==> src/rtl/spi_flash_responder.sv <==
// SPI mode-0 NOR-flash target for FPGA/emulation builds: oversamples the SPI bus
// in the clk domain and serves RDID/RDSR/WREN/WRDI/READ/FAST_READ/PP from an external byte RAM.
module spi_flash_responder #(
  parameter int          MEM_AW    = 18,
  parameter logic [7:0]  MFR_ID    = 8'h20,
  parameter logic [15:0] DEVICE_ID = 16'hBA19
) (
  input  logic              clk,
  input  logic              rst,
  input  logic              sclk_i,
  input  logic              cs_n_i,
  input  logic              mosi_i,
  output logic              miso_o,
  output logic              miso_oe_o,
  output logic [MEM_AW-1:0] mem_addr_o,
  output logic              mem_rd_o,
  input  logic [7:0]        mem_rdata_i,
  output logic              mem_wr_o,
  output logic [7:0]        mem_wdata_o,
  output logic              busy_o,
  output logic              wel_o,
  output logic              bad_cmd_o
);

  localparam logic [7:0] OP_RDID = 8'h9F, OP_RDSR = 8'h05, OP_WREN = 8'h06, OP_WRDI = 8'h04;
  localparam logic [7:0] OP_READ = 8'h03, OP_FREAD = 8'h0B, OP_PP = 8'h02;

  typedef enum logic [2:0] {S_IDLE, S_CMD, S_ADDR, S_DUMMY, S_OUT, S_IN, S_IGN} state_t;
  typedef enum logic [1:0] {K_ID, K_SR, K_MEM} kind_t;

  logic [1:0]        sclk_s_q, cs_s_q, mosi_s_q;
  logic              sclk_p_q, cs_p_q;
  state_t            state_q;
  kind_t             kind_q;
  logic [4:0]        cnt_q;
  logic [2:0]        obit_q;
  logic [MEM_AW-2:0] sh_q;
  logic [7:0]        cmd_q, out_q, nxt_q, wdata_q;
  logic [MEM_AW-1:0] addr_q, mem_addr_q;
  logic [1:0]        id_idx_q;
  logic              miso_q, oe_q, rd_q, wr_q, bad_q, wel_q, wok_q, rd_dly_q, first_q;

  logic              sclk_rise, sclk_fall, cs_rise, cs_fall;
  logic [MEM_AW-1:0] sh_nx;
  logic [7:0]        status, id_byte;

  assign sclk_rise = sclk_s_q[1] & ~sclk_p_q;
  assign sclk_fall = ~sclk_s_q[1] & sclk_p_q;
  assign cs_rise   = cs_s_q[1] & ~cs_p_q;
  assign cs_fall   = ~cs_s_q[1] & cs_p_q;
  // Shifting 24 address bits through an MEM_AW-wide window keeps only the low bits.
  assign sh_nx     = {sh_q, mosi_s_q[1]};
  assign status    = {6'b0, wel_q, 1'b0};

  always_comb begin
    id_byte = 8'h00;
    case (id_idx_q)
      2'd1:    id_byte = DEVICE_ID[15:8];
      2'd2:    id_byte = DEVICE_ID[7:0];
      default: id_byte = 8'h00;
    endcase
  end

  always_ff @(posedge clk) begin
    if (rst) begin
      sclk_s_q <= 2'b00; cs_s_q <= 2'b11; mosi_s_q <= 2'b00;
      sclk_p_q <= 1'b0;  cs_p_q <= 1'b1;
      state_q <= S_IDLE; kind_q <= K_ID;
      cnt_q <= '0; obit_q <= '0; sh_q <= '0; id_idx_q <= '0;
      cmd_q <= '0; out_q <= '0; nxt_q <= '0; wdata_q <= '0;
      addr_q <= '0; mem_addr_q <= '0;
      miso_q <= 1'b0; oe_q <= 1'b0; rd_q <= 1'b0; wr_q <= 1'b0; bad_q <= 1'b0;
      wel_q <= 1'b0; wok_q <= 1'b0; rd_dly_q <= 1'b0; first_q <= 1'b0;
    end else begin
      sclk_s_q <= {sclk_s_q[0], sclk_i};
      cs_s_q   <= {cs_s_q[0], cs_n_i};
      mosi_s_q <= {mosi_s_q[0], mosi_i};
      sclk_p_q <= sclk_s_q[1];
      cs_p_q   <= cs_s_q[1];
      rd_q <= 1'b0; wr_q <= 1'b0; bad_q <= 1'b0;
      rd_dly_q <= rd_q;
      // RAM answers one clk after the strobe; the first byte goes straight to the shifter.
      if (rd_dly_q) begin
        if (first_q) out_q <= mem_rdata_i;
        else         nxt_q <= mem_rdata_i;
      end
      if (cs_rise) begin
        state_q <= S_IDLE; cnt_q <= '0; obit_q <= '0; oe_q <= 1'b0; miso_q <= 1'b0;
        if (cmd_q == OP_PP && (state_q == S_ADDR || state_q == S_IN)) wel_q <= 1'b0;
      end else begin
        case (state_q)
          S_IDLE: if (cs_fall) begin state_q <= S_CMD; cnt_q <= '0; end
          S_CMD: if (sclk_rise) begin
            sh_q <= sh_nx[MEM_AW-2:0]; cnt_q <= cnt_q + 5'd1;
            if (cnt_q == 5'd7) begin
              cnt_q <= '0; obit_q <= '0; cmd_q <= sh_nx[7:0];
              case (sh_nx[7:0])
                OP_RDID: begin state_q <= S_OUT; kind_q <= K_ID; out_q <= MFR_ID; id_idx_q <= 2'd1; end
                OP_RDSR: begin state_q <= S_OUT; kind_q <= K_SR; out_q <= status; end
                OP_WREN: begin wel_q <= 1'b1; state_q <= S_IGN; end
                OP_WRDI: begin wel_q <= 1'b0; state_q <= S_IGN; end
                OP_READ, OP_FREAD, OP_PP: state_q <= S_ADDR;
                default: begin bad_q <= 1'b1; state_q <= S_IGN; end
              endcase
            end
          end
          S_ADDR: if (sclk_rise) begin
            sh_q <= sh_nx[MEM_AW-2:0]; cnt_q <= cnt_q + 5'd1;
            if (cnt_q == 5'd23) begin
              cnt_q <= '0;
              if (cmd_q == OP_PP) begin
                addr_q <= sh_nx; wok_q <= wel_q; state_q <= S_IN;
              end else if (cmd_q == OP_FREAD) begin
                addr_q <= sh_nx; state_q <= S_DUMMY;
              end else begin
                mem_addr_q <= sh_nx; rd_q <= 1'b1; first_q <= 1'b1;
                addr_q <= sh_nx + 1'b1; kind_q <= K_MEM; state_q <= S_OUT;
              end
            end
          end
          S_DUMMY: if (sclk_rise) begin
            cnt_q <= cnt_q + 5'd1;
            if (cnt_q == 5'd7) begin
              cnt_q <= '0; mem_addr_q <= addr_q; rd_q <= 1'b1; first_q <= 1'b1;
              addr_q <= addr_q + 1'b1; kind_q <= K_MEM; state_q <= S_OUT;
            end
          end
          S_OUT: begin
            if (sclk_fall) begin
              miso_q <= out_q[7]; oe_q <= 1'b1; obit_q <= obit_q + 3'd1;
              if (obit_q == 3'd7) begin
                case (kind_q)
                  K_ID:    out_q <= id_byte;
                  K_SR:    out_q <= status;
                  default: out_q <= nxt_q;
                endcase
                if (kind_q == K_ID && id_idx_q != 2'd3) id_idx_q <= id_idx_q + 2'd1;
              end else begin
                out_q <= {out_q[6:0], 1'b0};
              end
            end else if (sclk_rise && kind_q == K_MEM && obit_q == 3'd1) begin
              // Prefetch the following byte while the current one is shifting out.
              mem_addr_q <= addr_q; rd_q <= 1'b1; first_q <= 1'b0;
              addr_q <= addr_q + 1'b1;
            end
          end
          S_IN: if (sclk_rise) begin
            sh_q <= sh_nx[MEM_AW-2:0]; cnt_q <= cnt_q + 5'd1;
            if (cnt_q == 5'd7) begin
              cnt_q <= '0;
              if (wok_q) begin
                wr_q <= 1'b1; wdata_q <= sh_nx[7:0]; mem_addr_q <= addr_q;
              end
              addr_q[7:0] <= addr_q[7:0] + 8'd1;
            end
          end
          S_IGN: ;
          default: state_q <= S_IDLE;
        endcase
      end
    end
  end

  assign miso_o      = miso_q;
  assign miso_oe_o   = oe_q;
  assign mem_addr_o  = mem_addr_q;
  assign mem_rd_o    = rd_q;
  assign mem_wr_o    = wr_q;
  assign mem_wdata_o = wdata_q;
  assign busy_o      = ~cs_s_q[1];
  assign wel_o       = wel_q;
  assign bad_cmd_o   = bad_q;

endmodule

==> config.mk <==
export PLATFORM = sky130hd
export DESIGN_NAME = spi_flash_responder
export DESIGN_NICKNAME = d
export VERILOG_FILES = /design/src/rtl/spi_flash_responder.sv
export SDC_FILE = /design/constraint.sdc
export NUM_CORES = 1
export LEC_CHECK = 0
export CAP_MARGIN = 20
export CORE_ASPECT_RATIO = 1.2
export CORE_MARGIN = 1
export CORE_UTILIZATION = 33
export DETAILED_ROUTE_END_ITERATION = 12
export PLACE_DENSITY_LB_ADDON = 0.08
export SYNTH_ARGS = -nofsm -noshare
export SYNTH_HDL_FRONTEND = slang
export SYNTH_SLANG_ARGS = --single-unit
==> constraint.sdc <==
create_clock -name clk -period 4.6 [get_ports clk]
set_input_delay 0.46 -clock clk [delete_from_list [all_inputs] [get_ports clk]]
set_output_delay 0.46 -clock clk [all_outputs]
set_load 0.01 [all_outputs]
# After elaboration in Yosys (flattened, before gate mapping)
# Cells that the tools add are included.
dict set report word_totals {
  reg_bits 117
  inputBits 13
  out_inout_bits 33
  word_cells 233
}
dict set report classes {
  addsub 6
  eq_ne 45
  muxes 99
  bitwise 15
  n_reduce_logical 41
}
# operator n
set op_table {}
lappend op_table {{$mux 18} 19}
lappend op_table {{$mux 8} 9}
lappend op_table {{$pmux 18 s4} 1}
lappend op_table {{$pmux 8 s2} 4}
lappend op_table {{$add 18x1->18 const B} 2}
lappend op_table {{$mux 3} 12}
lappend op_table {{$ne 2x2->1 const B} 17}
lappend op_table {{$pmux 8 s4} 1}
lappend op_table {{$pmux 10 s3} 1}
lappend op_table {{$mux 2} 14}
lappend op_table {{$mux 5} 5}
lappend op_table {{$eq 8x2->1 const B} 3}
lappend op_table {{$eq 8x3->1 const B} 3}
lappend op_table {{$reduce_and 8->1} 3}
lappend op_table {{$mux 1} 23}
lappend op_table {{$reduce_and 10->1} 2}
lappend op_table {{$eq 8x4->1 const B} 2}
lappend op_table {{$pmux 3 s5} 1}
lappend op_table {{$pmux 5 s3} 1}
lappend op_table {{$reduce_and 5->1} 3}
lappend op_table {{$reduce_and 13->1} 1}
lappend op_table {{$eq 3x3->1 const B} 4}
lappend op_table {{$pmux 3 s2} 2}
lappend op_table {{$reduce_and 4->1} 3}
lappend op_table {{33 further kinds} 70}

# Logic depth before layout (Yosys ltp)
dict set report logic_depth {
  word_depth 7
  ltp_mapped 9
  mapped_depth_nobuf 8
}

# Least setup slack after synthesis
# No wires, ideal clock.
dict set report synth_path {
  path_type {reg-to-reg}
  startpoint {register sclk_s_q[1]}
  endpoint {register mem_addr_q[16] (netlist: mem_addr_o[16])}
  setup_time_ns 0.088
  arrival_time_ns 2.099
  t_required_ns 4.512
  slack_ns 2.412
  path_stages_with_launch 9
  synth_period_minus_slack_ns 2.188
  path_cell_list {dfxtp_1 nor2b_1 buf_4 nand3_1 a221o_1 a2111oi_4 buf_6 nor2_1 a311oi_2}
}
dict set report synth_via {
  elab_chain_cells 5
  elab_cells_between_ends 11
  classes_between {5 x eq/ne; 3 x bitwise; 3 x reduce/logical}
}
# element line
set synth_lines {}
lappend synth_lines {{start: declaration} 31} ;# logic [1:0] sclk_s_q, cs_s_q, mosi_s_q;
lappend synth_lines {{start signal: assignment} 75} ;# sclk_s_q <= {sclk_s_q[0], sclk_i};
lappend synth_lines {{$and 1x1->1} 47} ;# assign sclk_rise = sclk_s_q[1] & ~sclk_p_q;
lappend synth_lines {{$logic_and 1x1->1 (2 in a row)} 141} ;# end else if (sclk_rise && kind_q == K_MEM && obit_q == 3'd1) begin
lappend synth_lines {{$ne 2x2->1 (no source line)} -}
lappend synth_lines {{$reduce_and 13->1 (no source line) (*)} -}
lappend synth_lines {{end signal: assignment} 124} ;# cnt_q <= '0; mem_addr_q <= addr_q; rd_q <= 1'b1; first_q <= 1'b1;
lappend synth_lines {{end signal: assignment} 143} ;# mem_addr_q <= addr_q; rd_q <= 1'b1; first_q <= 1'b0;
lappend synth_lines {{end signal: assignment} 152} ;# wr_q <= 1'b1; wdata_q <= sh_nx[7:0]; mem_addr_q <= addr_q;
lappend synth_lines {{end: declaration} 39} ;# logic [MEM_AW-1:0] addr_q, mem_addr_q;
# Mark *: on every way between the ends. The rest lies on a longest branch, timed or not.
# A chain may end at the register's enable or synchronous reset.

# Final worst setup path
dict set report layout_path {
  startpoint {register state_q[1]}
  endpoint {register mem_addr_q[11] (netlist: mem_addr_o[11])}
}
dict set report layout_via {
  elab_chain_cells 3
  elab_cells_between_ends 18
  classes_between {15 x eq/ne; 1 x mux; 2 x reduce/logical}
}
# element line
set layout_lines {}
lappend layout_lines {{start: declaration} 33} ;# state_t state_q;
lappend layout_lines {{start signal: assignment} 68} ;# state_q <= S_IDLE; kind_q <= K_ID;
lappend layout_lines {{start signal: assignment} 88} ;# state_q <= S_IDLE; cnt_q <= '0; obit_q <= '0; oe_q <= 1'b0; miso_q <= 1'b0;
lappend layout_lines {{start signal: assignment} 92} ;# S_IDLE: if (cs_fall) begin state_q <= S_CMD; cnt_q <= '0; end
lappend layout_lines {{$eq 3x3->1 or $eq 3x2->1 (tied branches)} 91} ;# case (state_q)
lappend layout_lines {{$ne 2x2->1 (no source line) (tied with other cells)} -}
lappend layout_lines {{$reduce_and 13->1 (no source line)} -}
lappend layout_lines {{end signal: assignment} 116} ;# mem_addr_q <= sh_nx; rd_q <= 1'b1; first_q <= 1'b1;
lappend layout_lines {{end signal: assignment} 124}
lappend layout_lines {{end signal: assignment} 143}
# Several ways; a longest one is shown, not always the timed one.

==> flow_summary.toml <==
[status]
status = "completed"

[cts]
cts_made_buffers = 17
clock_sinks = 117
cts_tree = "yes"
cts_buffer_depth = 2
cts_root_buf = "clkbuf_16"
cts.clk_slew.worst_paths_ns = 0.06
htree_levels = 4
clkLatencyLatePin_ns = 0.42
hold_buffers = 0
post-cts-setup-buffers = 0
postCtsResizedCells = 0

[drt]
drtIter0Drc = 359
via_per_inst = 5.55
firstDrtPassIters = 5
drc_errors = 0
top_layer_used = "met4"
dr_wl_met3_um = 652
postRouteWirelength_mm = 18.3
vias = 5592
met2_length_mm = 9.11
ant_nets = 0
wire_per_inst_um = 18.2
m1WireLength_mm = 7.84

[synthesis]
ys.flop_type = "dfxtp_1"
synth_cells = 748
synth_nets = 773
synth-async-reset-ratio = 0
synth_commonest_cells = "dfxtp_1 (117), nor2_1 (108), nand2_1 (85)"
yosys_warnings = 0
synth-edff-count = 0
synth_cell_types = 71
ys_top_cells_by_area = "dfxtp_1 (38%), mux2i_1 (7.4%), nor2_1 (6.6%)"
ys_seq_area_frac = 0.382
netlist_area_mm2 = 0.00613
synth.most_common_cell = "dfxtp_1"
synth_top_cell_by_area = "dfxtp_1"
yosys.area.top_type_share = 0.382
syn_area_per_cell_um2 = 8.19
ys_ff_latch = 117

[cells_and_area]
final_layout_size_suffix_gt1_frac = 0.0830
antenna_cells = 0
nets = 795
syn_to_final_growth_pct = 19.5

[setup_path]
rr_worst_depth = 6
r2r_start = "state_q[1]"
rrSetupSlack_ns = 1.29
critPathRequiredTime_ns = 4.93
crit_start = "state_q[1]"
endpoint_kind = "flop"
critical_path_class = "reg -> reg"
cp_max_fo = 28
start_kind = "flop"
r2r-end = "mem_addr_o[11]"
critPathArrivalTime_ns = 3.65

[sta]
setup_ws_ns = 1.29
max_freq_mhz = 302
drv_slew = 0
max_slew_margin = 0.343
setup_tns_ns = 0
hold_violations = 0
period_needed_ns = 3.31
setup_viol = 0
clock_skew_ns = 0.0116
worst_pin_slew_ns = 0.984
fin_crit_sh = 0.721
rsz0062_at_grt = "no"

[global_route]
antenna_found_initial = 0
grt_pass1_vias = 5426
track_usage = 0.201
grt_pass1_wl_mm = 29.2
overflow = 0
grt_max_degree = 54

[die]
io_pins = 46
core_mm2 = 0.0182
dieHeight_um = 151
die_area_mm2 = 0.0191
die_w_um = 126
initial_core_util = 0.337
std_cell_rows = 54

[job]
drv_cap = 0

[place]
gp_congestion = 0.856
dp_slack_ns = 1.32
dp_hpwl_mm = 12.9
portBuffers = 45

[power_and_ir_drop]
power.leakage_nw = 2.61
p_per_area_mw_per_mm2 = 337
peakVddDrop_v = 0.000243

[min_path]
hold_class = "reg -> reg"
worstHoldStart = "cs_s_q[0]"
hold_depth = 1
min_to = "cs_s_q[1]"
-- critical path, cell delays in order, from the launching register on --
cell       delay, ns
dfxtp_1         0.74
nor2b_1         0.56
nand3_1         0.31
a2111oi_4       0.81
buf_4           0.44
nor2_1          0.10
a311oi_2        0.25
-- cells by family (layout without fill, tap and decap cells) --
logic type,count (synthesis),after routing,synth area share
mux,46,46,0.0754
simple gates,330,330,0.258
compound gates,159,159,0.188
xor+xnor,19,19,0.0272
buf+inv,65,100,0.0445
flops,117,117,0.382
fa+ha+maj,12,12,0.0245
-- power by group --
group	internal [mW]	leakage (nW)	switching, mW
combinational	0.0277	1.37	0.0489
sequential	1.02	0.944	0.00750
clock	0.870	0.287	0.491
-- state kept, by name, indices dropped and copies added (netlist names), 2 cells and up --
name         cells
state_q          3
mem_addr_o      18
nxt_q            8
out_q            8
mosi_s_q         2
cs_s_q           2
cnt_q            5
cmd_q            8
obit_q           3
sh_q            17
sclk_s_q         2
kind_q           2
mem_wdata_o      8
addr_q          18
id_idx_q         2
-- worst max-delay path by stage --
stage | end | slack (ns) | depth (start not counted)
2_1_floorplan | mem_addr_o[16] | 2.41 | 8
3_3_place_gp | bad_cmd_o | 1.27 | 4
3_5_place_dp | mem_addr_o[17] | 1.32 | 6
4_1_cts | mem_addr_o[11] | 1.28 | 6
5_1_grt | mem_addr_o[2] | 1.04 | 6
6_report | mem_addr_o[11] | 1.29 | 6
-- layout by cell type (no fill, tap or decap), types with 5 or more instances in the layout --
master / Yosys / final
nor2_1: 108 / 108
inv_1: 12 / 12
nor4_1: 8 / 8
o32ai_1: 5 / 5
xnor2_1: 16 / 16
nor3b_1: 5 / 5
and3_1: 12 / 12
nor2b_1: 16 / 16
clkbuf_8: 0 / 5
clkbuf_16: 0 / 17
o22ai_1: 8 / 8
nand2_1: 85 / 85
a211oi_1: 5 / 5
buf_4: 2 / 10
nand4_1: 16 / 16
a311oi_2: 11 / 11
clkdlybuf4s50_1: 0 / 44
o31ai_1: 5 / 5
clkinvlp_4: 0 / 5
a311oi_1: 8 / 8
o21ai_0: 24 / 23
dfxtp_1: 117 / 117
nand3_1: 25 / 25
ha_1: 12 / 12
nor3_1: 21 / 21
mux2i_1: 45 / 45
a21oi_1: 51 / 50
a22oi_1: 5 / 5
-- stage by stage --
| stage | power [mW] | std cells | area, um^2 | util | hold slack, ns |
|---|---|---|---|---|---|
| after floorplan | 1.09 | 748 | 6130 | - | 0.389 |
| final | 2.46 | 1007 | 7320 | 0.403 | 0.415 |
| after detailed placement | 1.13 | 975 | 6710 | 0.369 | 0.397 |
| after global placement | 1.12 | 973 | 6690 | 0.368 | 0.398 |
| after CTS | 2.50 | 1007 | 7320 | 0.403 | 0.414 |
| after global routing | 2.55 | 1007 | 7320 | 0.403 | 0.419 |
-- layout make-up --
cell class	count	area [um^2]
Multi-Input combinational cell	566	3510
Sequential cell	117	2340
Clock inverter	10	120
Clock buffer	22	494
Fill cell	1858	10900
Timing Repair Buffer	55	520
Inverter	13	48.8
Tap cell	224	280
-- layer usage --
layer  GRT usage  up-vias
li1            -     2741
met4       0.107        0
met2       0.353      142
met5           0        -
met1       0.228     2661
met3      0.0431       48
Power figures use the tool's default switching activity.
